File: config.mk
export PLATFORM = sky130hd
export DESIGN_NAME = pipe_hazard_ctrl
export DESIGN_NICKNAME = d
export VERILOG_FILES = /design/src/rtl/pipe_hazard_ctrl_pkg.sv /design/src/rtl/hazard_scoreboard.sv /design/src/rtl/pipe_hazard_ctrl.sv
export SDC_FILE = /design/constraint.sdc
export NUM_CORES = 1
export LEC_CHECK = 0
export CAP_MARGIN = 20
export CORE_ASPECT_RATIO = 0.7
export CORE_MARGIN = 5
export CORE_UTILIZATION = 50
export CTS_BUF_LIST = sky130_fd_sc_hd__clkbuf_4
export CTS_CLUSTER_DIAMETER = 80
export DETAILED_ROUTE_END_ITERATION = 8
export PLACE_DENSITY = 0.72
export SYNTH_ARGS = -nofsm -noshare
export SYNTH_HDL_FRONTEND = slang
export SYNTH_SLANG_ARGS = --single-unit
File: constraint.sdc
create_clock -name clk -period 7.8 [get_ports clk]
set_input_delay 1.56 -clock clk [delete_from_list [all_inputs] [get_ports clk]]
set_output_delay 1.56 -clock clk [all_outputs]
set_load 0.01 [all_outputs]
File: src/rtl/pipe_hazard_ctrl_pkg.sv
// Shared definitions for the ID-stage pipeline scheduler.
// Holds the decision/state encoding and the default register-file geometry.
package pipe_hazard_ctrl_pkg;

  localparam int unsigned NUM_GPR    = 32;
  localparam int unsigned GPR_ADDR_W = 5;
  localparam int unsigned CNT_W      = 2;
  localparam int unsigned PERF_W     = 32;

  // One scheduling decision per cycle; also the encoding of state_o.
  typedef enum logic [1:0] {
    ST_RUN   = 2'd0,
    ST_HAZ   = 2'd1,
    ST_MEM   = 2'd2,
    ST_FLUSH = 2'd3
  } state_e;

endpackage

File: src/rtl/hazard_scoreboard.sv
// Per-GPR pending-write counters.
// Ports: inc_en_i/inc_addr_i add an in-flight write, dec_en_i/dec_addr_i retire
// one; rd0/rd1 are combinational count reads; err_o is a sticky flag raised on
// a dropped increment at saturation or decrement at zero. Callers never target x0.
module hazard_scoreboard #(
  parameter int unsigned NUM_GPR    = pipe_hazard_ctrl_pkg::NUM_GPR,
  parameter int unsigned GPR_ADDR_W = pipe_hazard_ctrl_pkg::GPR_ADDR_W,
  parameter int unsigned CNT_W      = pipe_hazard_ctrl_pkg::CNT_W
) (
  input  logic                  clk,
  input  logic                  rst_n,
  input  logic                  inc_en_i,
  input  logic [GPR_ADDR_W-1:0] inc_addr_i,
  input  logic                  dec_en_i,
  input  logic [GPR_ADDR_W-1:0] dec_addr_i,
  input  logic [GPR_ADDR_W-1:0] rd0_addr_i,
  input  logic [GPR_ADDR_W-1:0] rd1_addr_i,
  output logic [CNT_W-1:0]      rd0_cnt_o,
  output logic [CNT_W-1:0]      rd1_cnt_o,
  output logic                  err_o
);

  localparam logic [CNT_W-1:0] CNT_MAX = '1;

  logic [CNT_W-1:0] cnt_q [NUM_GPR];
  logic [CNT_W-1:0] cnt_d [NUM_GPR];
  logic             err_q;
  logic             err_d;

  // Counter update; an inc and dec on the same register cancel out.
  always_comb begin
    cnt_d = cnt_q;
    err_d = err_q;
    for (int unsigned i = 1; i < NUM_GPR; i++) begin
      if (inc_en_i && (inc_addr_i == GPR_ADDR_W'(i)) &&
          !(dec_en_i && (dec_addr_i == GPR_ADDR_W'(i)))) begin
        if (cnt_q[i] == CNT_MAX) err_d = 1'b1;
        else                     cnt_d[i] = cnt_q[i] + CNT_W'(1);
      end else if (dec_en_i && (dec_addr_i == GPR_ADDR_W'(i)) &&
                   !(inc_en_i && (inc_addr_i == GPR_ADDR_W'(i)))) begin
        if (cnt_q[i] == '0) err_d = 1'b1;
        else                cnt_d[i] = cnt_q[i] - CNT_W'(1);
      end
    end
  end

  always_ff @(posedge clk or negedge rst_n) begin
    if (!rst_n) begin
      for (int unsigned i = 0; i < NUM_GPR; i++) cnt_q[i] <= '0;
      err_q <= 1'b0;
    end else begin
      cnt_q <= cnt_d;
      err_q <= err_d;
    end
  end

  assign rd0_cnt_o = cnt_q[rd0_addr_i];
  assign rd1_cnt_o = cnt_q[rd1_addr_i];
  assign err_o     = err_q;

endmodule

File: src/rtl/pipe_hazard_ctrl.sv
// ID-stage pipeline scheduler: RAW hazard detection against a pending-write
// scoreboard and arbitration of mem wait > EXE redirect > hazard > run.
// Inputs: ID operand/destination info, WB write info, exe_redirect_i, mem_busy_i.
// Outputs: same-cycle pc/IF_ID/ID_EXE/freeze controls and issue_o, registered
// state_o (last decision) and sticky sb_err_o.
// Optional HAZ_CTRL_PERF_EN adds hz_stall_cnt_o, mem_stall_cnt_o, flush_cnt_o.
module pipe_hazard_ctrl #(
  parameter int unsigned NUM_GPR    = pipe_hazard_ctrl_pkg::NUM_GPR,
  parameter int unsigned GPR_ADDR_W = pipe_hazard_ctrl_pkg::GPR_ADDR_W,
  parameter int unsigned CNT_W      = pipe_hazard_ctrl_pkg::CNT_W
) (
  input  logic                  clk,
  input  logic                  rst_n,
  input  logic                  id_valid_i,
  input  logic [GPR_ADDR_W-1:0] rs1_addr_i,
  input  logic [GPR_ADDR_W-1:0] rs2_addr_i,
  input  logic                  rs1_used_i,
  input  logic                  rs2_used_i,
  input  logic [GPR_ADDR_W-1:0] rd_addr_i,
  input  logic                  rd_we_i,
  input  logic                  wb_valid_i,
  input  logic [GPR_ADDR_W-1:0] wb_rd_addr_i,
  input  logic                  wb_rd_we_i,
  input  logic                  exe_redirect_i,
  input  logic                  mem_busy_i,
  output logic                  pc_stall_o,
  output logic                  if_id_stall_o,
  output logic                  if_id_flush_o,
  output logic                  id_exe_bubble_o,
  output logic                  pipe_freeze_o,
  output logic                  issue_o,
  output logic [1:0]            state_o,
`ifdef HAZ_CTRL_PERF_EN
  output logic [31:0]           hz_stall_cnt_o,
  output logic [31:0]           mem_stall_cnt_o,
  output logic [31:0]           flush_cnt_o,
`endif
  output logic                  sb_err_o
);

  import pipe_hazard_ctrl_pkg::*;

  state_e           state_q, state_d;
  logic [CNT_W-1:0] rs1_cnt, rs2_cnt;
  logic             wb_dec_c, rs1_haz_c, rs2_haz_c, hazard_c;
  logic             pc_stall_c, if_id_stall_c, if_id_flush_c;
  logic             bubble_c, freeze_c, issue_c;

  assign wb_dec_c = wb_valid_i && wb_rd_we_i && (wb_rd_addr_i != '0);

  // A single pending write retiring in WB this cycle is visible via write-through.
  assign rs1_haz_c = rs1_used_i && (rs1_addr_i != '0) && (rs1_cnt != '0) &&
                     !((rs1_cnt == CNT_W'(1)) && wb_dec_c && (wb_rd_addr_i == rs1_addr_i));
  assign rs2_haz_c = rs2_used_i && (rs2_addr_i != '0) && (rs2_cnt != '0) &&
                     !((rs2_cnt == CNT_W'(1)) && wb_dec_c && (wb_rd_addr_i == rs2_addr_i));
  assign hazard_c  = id_valid_i && (rs1_haz_c || rs2_haz_c);

  // Per-cycle decision and the controls it implies.
  always_comb begin
    state_d       = ST_RUN;
    pc_stall_c    = 1'b0;
    if_id_stall_c = 1'b0;
    if_id_flush_c = 1'b0;
    bubble_c      = 1'b0;
    freeze_c      = 1'b0;
    issue_c       = 1'b0;
    if (mem_busy_i) begin
      state_d       = ST_MEM;
      freeze_c      = 1'b1;
      pc_stall_c    = 1'b1;
      if_id_stall_c = 1'b1;
    end else if (exe_redirect_i) begin
      state_d       = ST_FLUSH;
      if_id_flush_c = 1'b1;
      bubble_c      = 1'b1;
    end else if (hazard_c) begin
      state_d       = ST_HAZ;
      pc_stall_c    = 1'b1;
      if_id_stall_c = 1'b1;
      bubble_c      = 1'b1;
    end else begin
      issue_c       = id_valid_i;
    end
  end

  always_ff @(posedge clk or negedge rst_n) begin
    if (!rst_n) state_q <= ST_RUN;
    else        state_q <= state_d;
  end

  // WB is frozen along with the rest of the pipe during a memory wait.
  hazard_scoreboard #(
    .NUM_GPR    (NUM_GPR),
    .GPR_ADDR_W (GPR_ADDR_W),
    .CNT_W      (CNT_W)
  ) u_sb (
    .clk        (clk),
    .rst_n      (rst_n),
    .inc_en_i   (issue_c && rd_we_i && (rd_addr_i != '0)),
    .inc_addr_i (rd_addr_i),
    .dec_en_i   (!mem_busy_i && wb_dec_c),
    .dec_addr_i (wb_rd_addr_i),
    .rd0_addr_i (rs1_addr_i),
    .rd1_addr_i (rs2_addr_i),
    .rd0_cnt_o  (rs1_cnt),
    .rd1_cnt_o  (rs2_cnt),
    .err_o      (sb_err_o)
  );

  assign pc_stall_o      = pc_stall_c;
  assign if_id_stall_o   = if_id_stall_c;
  assign if_id_flush_o   = if_id_flush_c;
  assign id_exe_bubble_o = bubble_c;
  assign pipe_freeze_o   = freeze_c;
  assign issue_o         = issue_c;
  assign state_o         = state_q;

`ifdef HAZ_CTRL_PERF_EN
  logic [PERF_W-1:0] hz_cnt_q, mem_cnt_q, flush_cnt_q;

  // Free-running cycle counters per decision kind; wrap naturally.
  always_ff @(posedge clk or negedge rst_n) begin
    if (!rst_n) begin
      hz_cnt_q    <= '0;
      mem_cnt_q   <= '0;
      flush_cnt_q <= '0;
    end else begin
      if (state_d == ST_HAZ)   hz_cnt_q    <= hz_cnt_q + PERF_W'(1);
      if (state_d == ST_MEM)   mem_cnt_q   <= mem_cnt_q + PERF_W'(1);
      if (state_d == ST_FLUSH) flush_cnt_q <= flush_cnt_q + PERF_W'(1);
    end
  end

  assign hz_stall_cnt_o  = hz_cnt_q;
  assign mem_stall_cnt_o = mem_cnt_q;
  assign flush_cnt_o     = flush_cnt_q;
`endif

endmodule

==> impl_metrics.toml, run 1 <==
[status]
status = "finished, final reports clean"

[sta]
fmax_mhz = 157
drv_slew = 0
hold_viol_final = 0
worst_pin_slew_ps = 1050
setup_viol = 0
rsz0062_at_grt = "false"
setup_tns_ps = 0
finalClockSkew_ps = 17.9
maxSlewHeadroom = 0.301
period_needed_ps = 6390
fin_crit_sh = 0.819

[power]
p_int_uw = 518
power.total_uw = 782
p_switching_uw = 264
swShare = 0.337
pwr-share-seq = 0.498
combPwrFrac = 0.212
max-vdd-ir-drop_mv = 0.0718
cellPowerDensity_nw_per_um2 = 122
p_leak_nw = 2.50
p_clk_frac = 0.290

[place]
port_buffers = 38
place_hpwl_um = 17000
place_congestion = 1.05

[synthesis]
synth.most_common_cell = "nand2_1"
synth_top_area_cell = "dfrtp_1"
synth-edff-count = 0
yosysWarnings = 0
synth_top_family_by_area = "simple AND/OR/NAND/NOR gates"
synth_ff_type = "dfrtp_1"
synth_compound_gate_area_share = 0.225
ys_ff_latch = 65
syn-cell-area_um2 = 5900
synth_common_cells = "90 x nand2_1, 83 x nor2_1, 65 x dfrtp_1, 61 x a21oi_1, 53 x o21ai_0"
ys_seq_area_frac = 0.275
ys_types = 70
synth_cells = 752
synthArstFlopShare = 1.00
synth_fp_nets = 782
netlist_top_cells_area = "dfrtp_1 28%, mux4_2 9.5%, nand2_1 5.7%"
syn_avg_cell_area_um2 = 7.85
synth-xor-area-share = 0.0148
synth_top_area_share = 0.275
synthSimpleGateAreaFrac = 0.298
synth_adder_area_share = 0
muxShareOfSynthArea = 0.135

[clocking]
cts_inserted_buffers = 9
cts.sinks = 65
clk_root_buffer_cell = "clkbuf_4"
clkSlewWorstSetupHoldPaths_ps = 120
clock_latency_ps = 450
htree_levels = 3
cts_hold_buf = 0
cts_tree = "built"
cts_setup_buffers = 0
cts_max_path_buffers = 2
cts_resized = 0

[drt]
via_count = 6496
wl_per_cell_um = 23.8
drc = 0
drt_wl_total_um = 22100
first_pass_iters = 6
antenna_left = 0
drt_iter0_drc = 952
routed_via_density = 6.98

[worst_setup_path]
crit_arrival_ps = 4830
worst_ep_required_time_ps = 6240
critPathMostFrequentCell = "clkdlybuf4s50_1"
critPathTopFamily = "buffers and inverters"
critPathBufInv = 2
path_max_fanout = 18
critical_path.slowest_cell = "clkdlybuf4s50_1"
cpPeakStageDelay_ps = 1040
end_kind = "primary output"
start_kind = "input pin"
crit_type = "in2out"
worstPathCellList = "clkdlybuf4s50_1, mux4_2, o21ai_1, a31oi_1, o311ai_1, o211ai_2, a21oi_1, nor2_1, clkdlybuf4s50_1"

[global_routing]
grt_max_degree = 66
grt.total_usage = 0.316
grt-ovfl-total = 0
antenna_found_initial = 1
grt_pass1_vias = 6197
grt_pass1_wl_um = 34500

[final_layout]
antennaDiodeCount = 0
multi_input_area_um2 = 3970
nets = 799
layout-drive-gt1-share = 0.0828
fill_cells = 1100
regArea_um2 = 1630
syn2layout_area_growth_pct = 8.69

[die]
core_um2 = 11600
die_w_um = 140
boundaryPins = 39
initial_core_util = 0.507
num_rows = 33
dieArea_um2 = 14100
die_h_um = 101

[flow_run]
cap_violations = 0

[min_path]
worstHoldPathType = "reg2reg"
==> logic make-up (layout without fill, tap and decap cells) <==
logic type      Yosys count  after routing
compound gates          211            211
xor+xnor                 10             10
buf+inv                  62             83
flops                    65             65
mux                      48             48
simple gates            356            356
==> flip-flops by register name (all words and copies together) (netlist names) <==
| name | flops |
|---|---|
| u_sb.cnt_q | 62 |
| state_o | 2 |
| u_sb.err_o | 1 |
==> layout make-up <==
cell class / count / share of cell area
clock buffer: 10 / 0.0117
clock inverter: 5 / 0.00741
inverter: 26 / 0.0152
multi-input combinational: 625 / 0.618
sequential: 65 / 0.253
tap: 157 / 0.0306
timing repair buffer: 42 / 0.0632
==> layer usage <==
layer / track usage / wire length, um
met4: 0.0953 / 604
met3: 0.121 / 3280
met2: 0.452 / 9020
met1: 0.443 / 9200
met5: 0 / 17
==> stage by stage <==
step | hold WS [ps] | std cells | utilization | setup slack [ps] | instance area [um^2]
after floorplan | 500 | 752 | - | 2570 | 5900
after global placement | 561 | 915 | 0.541 | 1520 | 6290
after detailed placement | 574 | 915 | 0.541 | 1440 | 6290
after CTS | 591 | 930 | 0.551 | 1440 | 6420
after global routing | 623 | 930 | 0.551 | 1160 | 6420
final | 602 | 930 | 0.551 | 1410 | 6420
==> path summary, 6_finish.rpt <==
kind / from / slack (ps) / cells after the start / end
max: rs1_addr_i[0] / 1410 / 9 / id_exe_bubble_o
min: u_sb.cnt_q[18] / 600 / 1 / u_sb.cnt_q[18]
max reg2reg: u_sb.cnt_q[57] / 3580 / 12 / u_sb.err_o
min reg2reg: u_sb.cnt_q[18] / 600 / 1 / u_sb.cnt_q[18]
max in group asynchronous: rst_n / 5900 / 2 / u_sb.cnt_q[58]
min in group asynchronous: rst_n / 1300 / 2 / u_sb.cnt_q[57]
==> power groups by stage <==
stage | sequential, mW | clock, mW | combinational, mW
after floorplan | 0.377 | 0 | 0.111
after global placement | 0.391 | 0 | 0.158
after detailed placement | 0.393 | 0 | 0.162
after CTS | 0.386 | 0.228 | 0.162
after global routing | 0.391 | 0.242 | 0.179
final | 0.389 | 0.227 | 0.166
==> cell usage in the layout, fill, tap and decap left out, types with 9 or more instances in the layout <==
cell type / synthesis / routed
mux4_2: 25 / 25
nand3_1: 36 / 36
and3_1: 15 / 15
inv_1: 26 / 26
a21oi_1: 61 / 61
a31oi_1: 9 / 9
nor3_1: 30 / 30
or2_2: 14 / 14
or3_1: 10 / 10
nand4_1: 20 / 20
o21ai_1: 13 / 13
nor2_1: 83 / 83
mux2i_1: 19 / 19
dfrtp_1: 65 / 65
nand2b_1: 10 / 10
nand2_1: 90 / 90
clkbuf_4: 0 / 10
o21ai_0: 53 / 53
a211oi_1: 10 / 10
nor4_1: 11 / 11
o31ai_1: 13 / 13
clkdlybuf4s50_1: 0 / 37
nor2b_1: 10 / 10
No activity file was read; power rests on OpenSTA's default activity.
==> run 2: changes to the inputs <==
- PLACE_DENSITY: 0.72 -> 0.75
- clock period: 7.8 -> 5.35 ns (I/O delays scaled with it)
==> impl_metrics.toml, run 2 (synthesized netlist as in run 1, its figures left out) <==
[global_routing]
grt_max_degree = 39
antenna_found_initial = 1
grt_pass1_vias = 6105
grt-ovfl-total = 0
grt.total_usage = 0.332
grt_pass1_wl_um = 35600

[worst_setup_path]
critPathMostFrequentCell = "clkdlybuf4s50_1"
critical_path.slowest_cell = "clkdlybuf4s50_1"
rrSetupSlack_ps = 1440
worst_ep_required_time_ps = 4280
critPathBufInv = 3
cpPeakStageDelay_ps = 630
worstPathCellList = "clkdlybuf4s50_1, inv_1, mux4_2, a31oi_1, o311ai_1, o211ai_2, nand2_1, o21bai_1, clkdlybuf4s50_1"
r2r-start = "u_sb.cnt_q[33]"
critPathTopFamily = "buffers and inverters"
path_max_fanout = 9
start_kind = "input pin"
r2r_cells = 12
end_kind = "primary output"
crit_arrival_ps = 4030
rr_endpoint = "u_sb.err_o"
crit_type = "in2out"
startpoint = "rs1_addr_i[3]"

[drt]
antenna_left = 0
drt_wl_total_um = 23500
routed_via_density = 6.92
drc = 0
via_count = 6630
first_pass_iters = 6
drt_iter0_drc = 1048
wl_per_cell_um = 24.5

[place]
port_buffers = 38
pre_cts_ws_ps = 293
place_inst = 942
place_congestion = 1.03
place_hpwl_um = 18400
placed_area_um2 = 6550

[min_path]
hold_end = "u_sb.cnt_q[4]"
worstHoldPathType = "reg2reg"
holdPathStages = 1
hold_start = "u_sb.cnt_q[4]"

[clocking]
cts_inserted_buffers = 9
clock_latency_ps = 460
cts.sinks = 65
clk_root_buffer_cell = "clkbuf_4"
clkSlewWorstSetupHoldPaths_ps = 120
htree_levels = 3
cts_setup_buffers = 0
cts_tree = "built"
cts_resized = 0
cts_hold_buf = 0
cts_max_path_buffers = 2

[final_layout]
largest_register = "u_sb.cnt_q"
layout_commonest_cell = "nand2_1"
syn2layout_area_growth_pct = 13.8
instances_no_fill = 958
final_cell_mix = "90 x nand2_1, 83 x nor2_1, 65 x dfrtp_1"
antennaDiodeCount = 0
largest_reg_flops = 62
nets = 826
final_area_um2 = 6720
layout-drive-gt1-share = 0.117
fill_cells = 1118

[die]
num_rows = 33
core_um2 = 11600
dieArea_um2 = 14100
die_w_um = 140
initial_core_util = 0.507
die_h_um = 101
boundaryPins = 39

[power]
swShare = 0.341
max-vdd-ir-drop_mv = 0.109
cellPowerDensity_nw_per_um2 = 186
p_int_uw = 824
p_leak_nw = 2.66
p_switching_uw = 427
p_clk_frac = 0.334
combPwrFrac = 0.212
pwr-share-seq = 0.454

[sta]
fin_crit_sh = 0.953
maxSlewHeadroom = 0.378
fmax_mhz = 196
fin_ws_ps = 251
setup_tns_ps = 0
drv_slew = 0
worst_pin_slew_ps = 931
finalClockSkew_ps = 14.5
period_needed_ps = 5100
setup_viol = 0
rsz0062_at_grt = "false"
hold_viol_final = 0

[status]
status = "finished, final reports clean"

[flow_run]
cap_violations = 0
run 2: cell types whose count changed in the layout (fill, tap and decap cells not counted), sizes merged:
cell,delta
clkinvlp,+2
clkinv,-3
buf,+27
bufinv,+1
clkbuf,-1
inv,+2
run 2: layout make-up:
cell class	instances	area [um^2]	area share
clock inverter	7	101	0.0151
clock buffer	9	67.6	0.0101
tap	157	196	0.0292
inverter	26	97.6	0.0145
sequential	65	1630	0.242
multi-input combinational	625	3970	0.591
timing repair buffer	69	658	0.0980
run 2: how the worst max path moves through the flow:
stage,to,slack [ps],cells after the start
floorplan,pc_stall_o,1100,11
global placement,if_id_stall_o,310,9
detailed placement,pc_stall_o,290,9
CTS,pc_stall_o,280,9
global route,pc_stall_o,120,9
finish,pc_stall_o,250,9
run 2: worst register-to-register path, cell delays in order, from the launching register on:
cell and delay (ps):
dfrtp_1 550, mux4_2 530, nand2_1 80, a21oi_1 80, o311ai_1 430, o211ai_2 310, buf_12 250, nor3_4 290
nor4_1 140, or4_1 490, nor4_1 380, buf_4 180, nand4_1 80
run 2: stage by stage:
stage | hold slack, ps | power, mW | utilization
finish | 582 | 1.25 | 0.577
global route | 593 | 1.29 | 0.577
CTS | 566 | 1.24 | 0.577
detailed placement | 553 | 0.832 | 0.562
global placement | 551 | 0.824 | 0.562
floorplan | 500 | 0.712 | -
run 2: power groups by stage:
stage	clock, mW	sequential, mW	combinational, mW
6_report	0.418	0.568	0.265
5_1_grt	0.441	0.568	0.285
4_1_cts	0.420	0.562	0.261
3_5_place_dp	0	0.572	0.260
3_3_place_gp	0	0.569	0.255
2_1_floorplan	0	0.550	0.162
run 2: routing by layer:
layer,global-route usage,share of wire,up-vias
met5,0,0.00055,-
met4,0.0648,0.018,2
met3,0.126,0.16,56
met2,0.485,0.42,512
met1,0.473,0.40,3139
li1,-,-,2921
==> run 3: changes to the inputs <==
- GPL_TIMING_DRIVEN: unset -> 0
==> impl_metrics.toml, run 3 (synthesized netlist as in run 1, its figures left out) <==
[min_path]
worstHoldPathType = "reg2reg"

[drt]
antenna_left = 0
drc = 0
drt_iter0_drc = 1258
wl_per_cell_um = 25.1
first_pass_iters = 8
via_count = 6712
routed_via_density = 7.04
drt_wl_total_um = 24000

[worst_setup_path]
cpPeakStageDelay_ps = 610
path_max_fanout = 19
rrSetupSlack_ps = 1330
crit_type = "in2out"
critPathMostFrequentCell = "clkdlybuf4s50_1"
start_kind = "input pin"
end_kind = "primary output"
crit_end = "pc_stall_o"
worst_ep_required_time_ps = 4280
r2r_cells = 13
startpoint = "wb_rd_addr_i[4]"
r2r-start = "u_sb.cnt_q[57]"
critical_path.slowest_cell = "clkdlybuf4s50_1"
worstPathCellList = "clkdlybuf4s50_1, nor3_1, a21oi_1, nand4_1, a31oi_1, o211ai_4, buf_6, nand2_1, o21bai_1, buf_4, clkdlybuf4s50_1"
crit_arrival_ps = 3940
rr_endpoint = "u_sb.err_o"

[power]
p_int_uw = 720
combPwrFrac = 0.229
p_switching_uw = 426
p_leak_nw = 2.57
pwr-share-seq = 0.495
cellPowerDensity_nw_per_um2 = 175
swShare = 0.372
max-vdd-ir-drop_mv = 0.152
p_clk_frac = 0.276

[global_routing]
grt_pass1_vias = 6344
grt-ovfl-total = 0
grt.total_usage = 0.337
grt_pass1_wl_um = 36100
antenna_found_initial = 2
grt_max_degree = 66

[final_layout]
antennaDiodeCount = 0
multi_input_area_um2 = 3980
layout-drive-gt1-share = 0.113
largest_reg_flops = 62
largest_register = "u_sb.cnt_q"
syn2layout_area_growth_pct = 10.6
nets = 822
final_cell_mix = "90 x nand2_1, 82 x nor2_1, 65 x dfrtp_1"
fill_cells = 1112
regArea_um2 = 1630
fin_util = 0.561
instances_no_fill = 954
layout_commonest_cell = "nand2_1"
final_area_um2 = 6530

[sta]
rsz0062_at_grt = "false"
fmax_mhz = 200
hold_viol_final = 0
worst_pin_slew_ps = 954
setup_tns_ps = 0
drv_slew = 0
period_needed_ps = 5010
maxSlewHeadroom = 0.362
finalClockSkew_ps = 16.0
fin_crit_sh = 0.936
setup_viol = 0

[place]
place_congestion = 1.10
place_hpwl_um = 18700
place_inst = 938
port_buffers = 29
placed_area_um2 = 6390

[die]
die_w_um = 140
dieArea_um2 = 14100
num_rows = 33
core_um2 = 11600
boundaryPins = 39
die_h_um = 101
initial_core_util = 0.507

[clocking]
htree_levels = 3
cts.sinks = 65
cts_tree = "built"
clkSlewWorstSetupHoldPaths_ps = 130
cts_inserted_buffers = 9
clock_latency_ps = 470
clk_root_buffer_cell = "clkbuf_4"
cts_max_path_buffers = 2

[status]
status = "finished, final reports clean"

[flow_run]
cap_violations = 0
==> run 3: layer usage <==
| layer | track usage | share of wire |
|---|---|---|
| met5 | 0 | 0.00054 |
| met3 | 0.154 | 0.17 |
| met1 | 0.465 | 0.40 |
| met2 | 0.472 | 0.40 |
| met4 | 0.106 | 0.032 |
==> run 3: worst min path at each step <==
stage | startpoint | end | cells after the start
2_1_floorplan | u_sb.cnt_q[34] | u_sb.cnt_q[34] | 1
5_1_grt | u_sb.cnt_q[4] | u_sb.cnt_q[4] | 1
4_1_cts | u_sb.cnt_q[46] | u_sb.cnt_q[46] | 1
6_report | u_sb.cnt_q[46] | u_sb.cnt_q[46] | 1
3_3_place_gp | u_sb.cnt_q[4] | u_sb.cnt_q[4] | 1
3_5_place_dp | u_sb.cnt_q[46] | u_sb.cnt_q[46] | 1
==> run 3: repair_timing <==
item                       CTS  global route
setup endpoints to repair    1             4
gates resized for setup      1            10
hold endpoints to repair     0             0
hold buffers                 0             0
buffers inserted             0             1
pin swaps                    0             1
cloned                       0             0
==> run 3: layout make-up <==
| cell class | instances | share of cell area |
|---|---|---|
| plain buffers | 35 | 0.0328 |
| clock buffers | 9 | 0.0103 |
| clock inverters | 7 | 0.00824 |
| inverters | 26 | 0.0149 |
| multi-input cells | 625 | 0.609 |
| flip-flops and latches | 65 | 0.249 |
| well taps | 157 | 0.0301 |
| repair buffers | 30 | 0.0452 |
==> run 3: worst max-delay path: cells and delay by family <==
kind	cells	cell delay [ps]
AND/OR/NAND/NOR	3	520
AO/OA/AOI/OAI	4	800
buffers and inverters	4	1530
==> run 3: stage by stage <==
step	hold WS, ps	total power, mW	worst slack (ps)
6_report	585	1.15	345
5_1_grt	624	1.19	220
4_1_cts	583	1.13	12.3
3_5_place_dp	566	0.823	-67.4
3_3_place_gp	549	0.816	-30.1
2_1_floorplan	500	0.712	1100
==> run 3: power groups by stage <==
stage / Clock [mW] / Sequential, mW / Combinational [mW]
2_1_floorplan: 0 / 0.550 / 0.162
3_3_place_gp: 0 / 0.569 / 0.247
3_5_place_dp: 0 / 0.572 / 0.252
4_1_cts: 0.319 / 0.562 / 0.252
5_1_grt: 0.343 / 0.568 / 0.280
6_report: 0.316 / 0.567 / 0.263
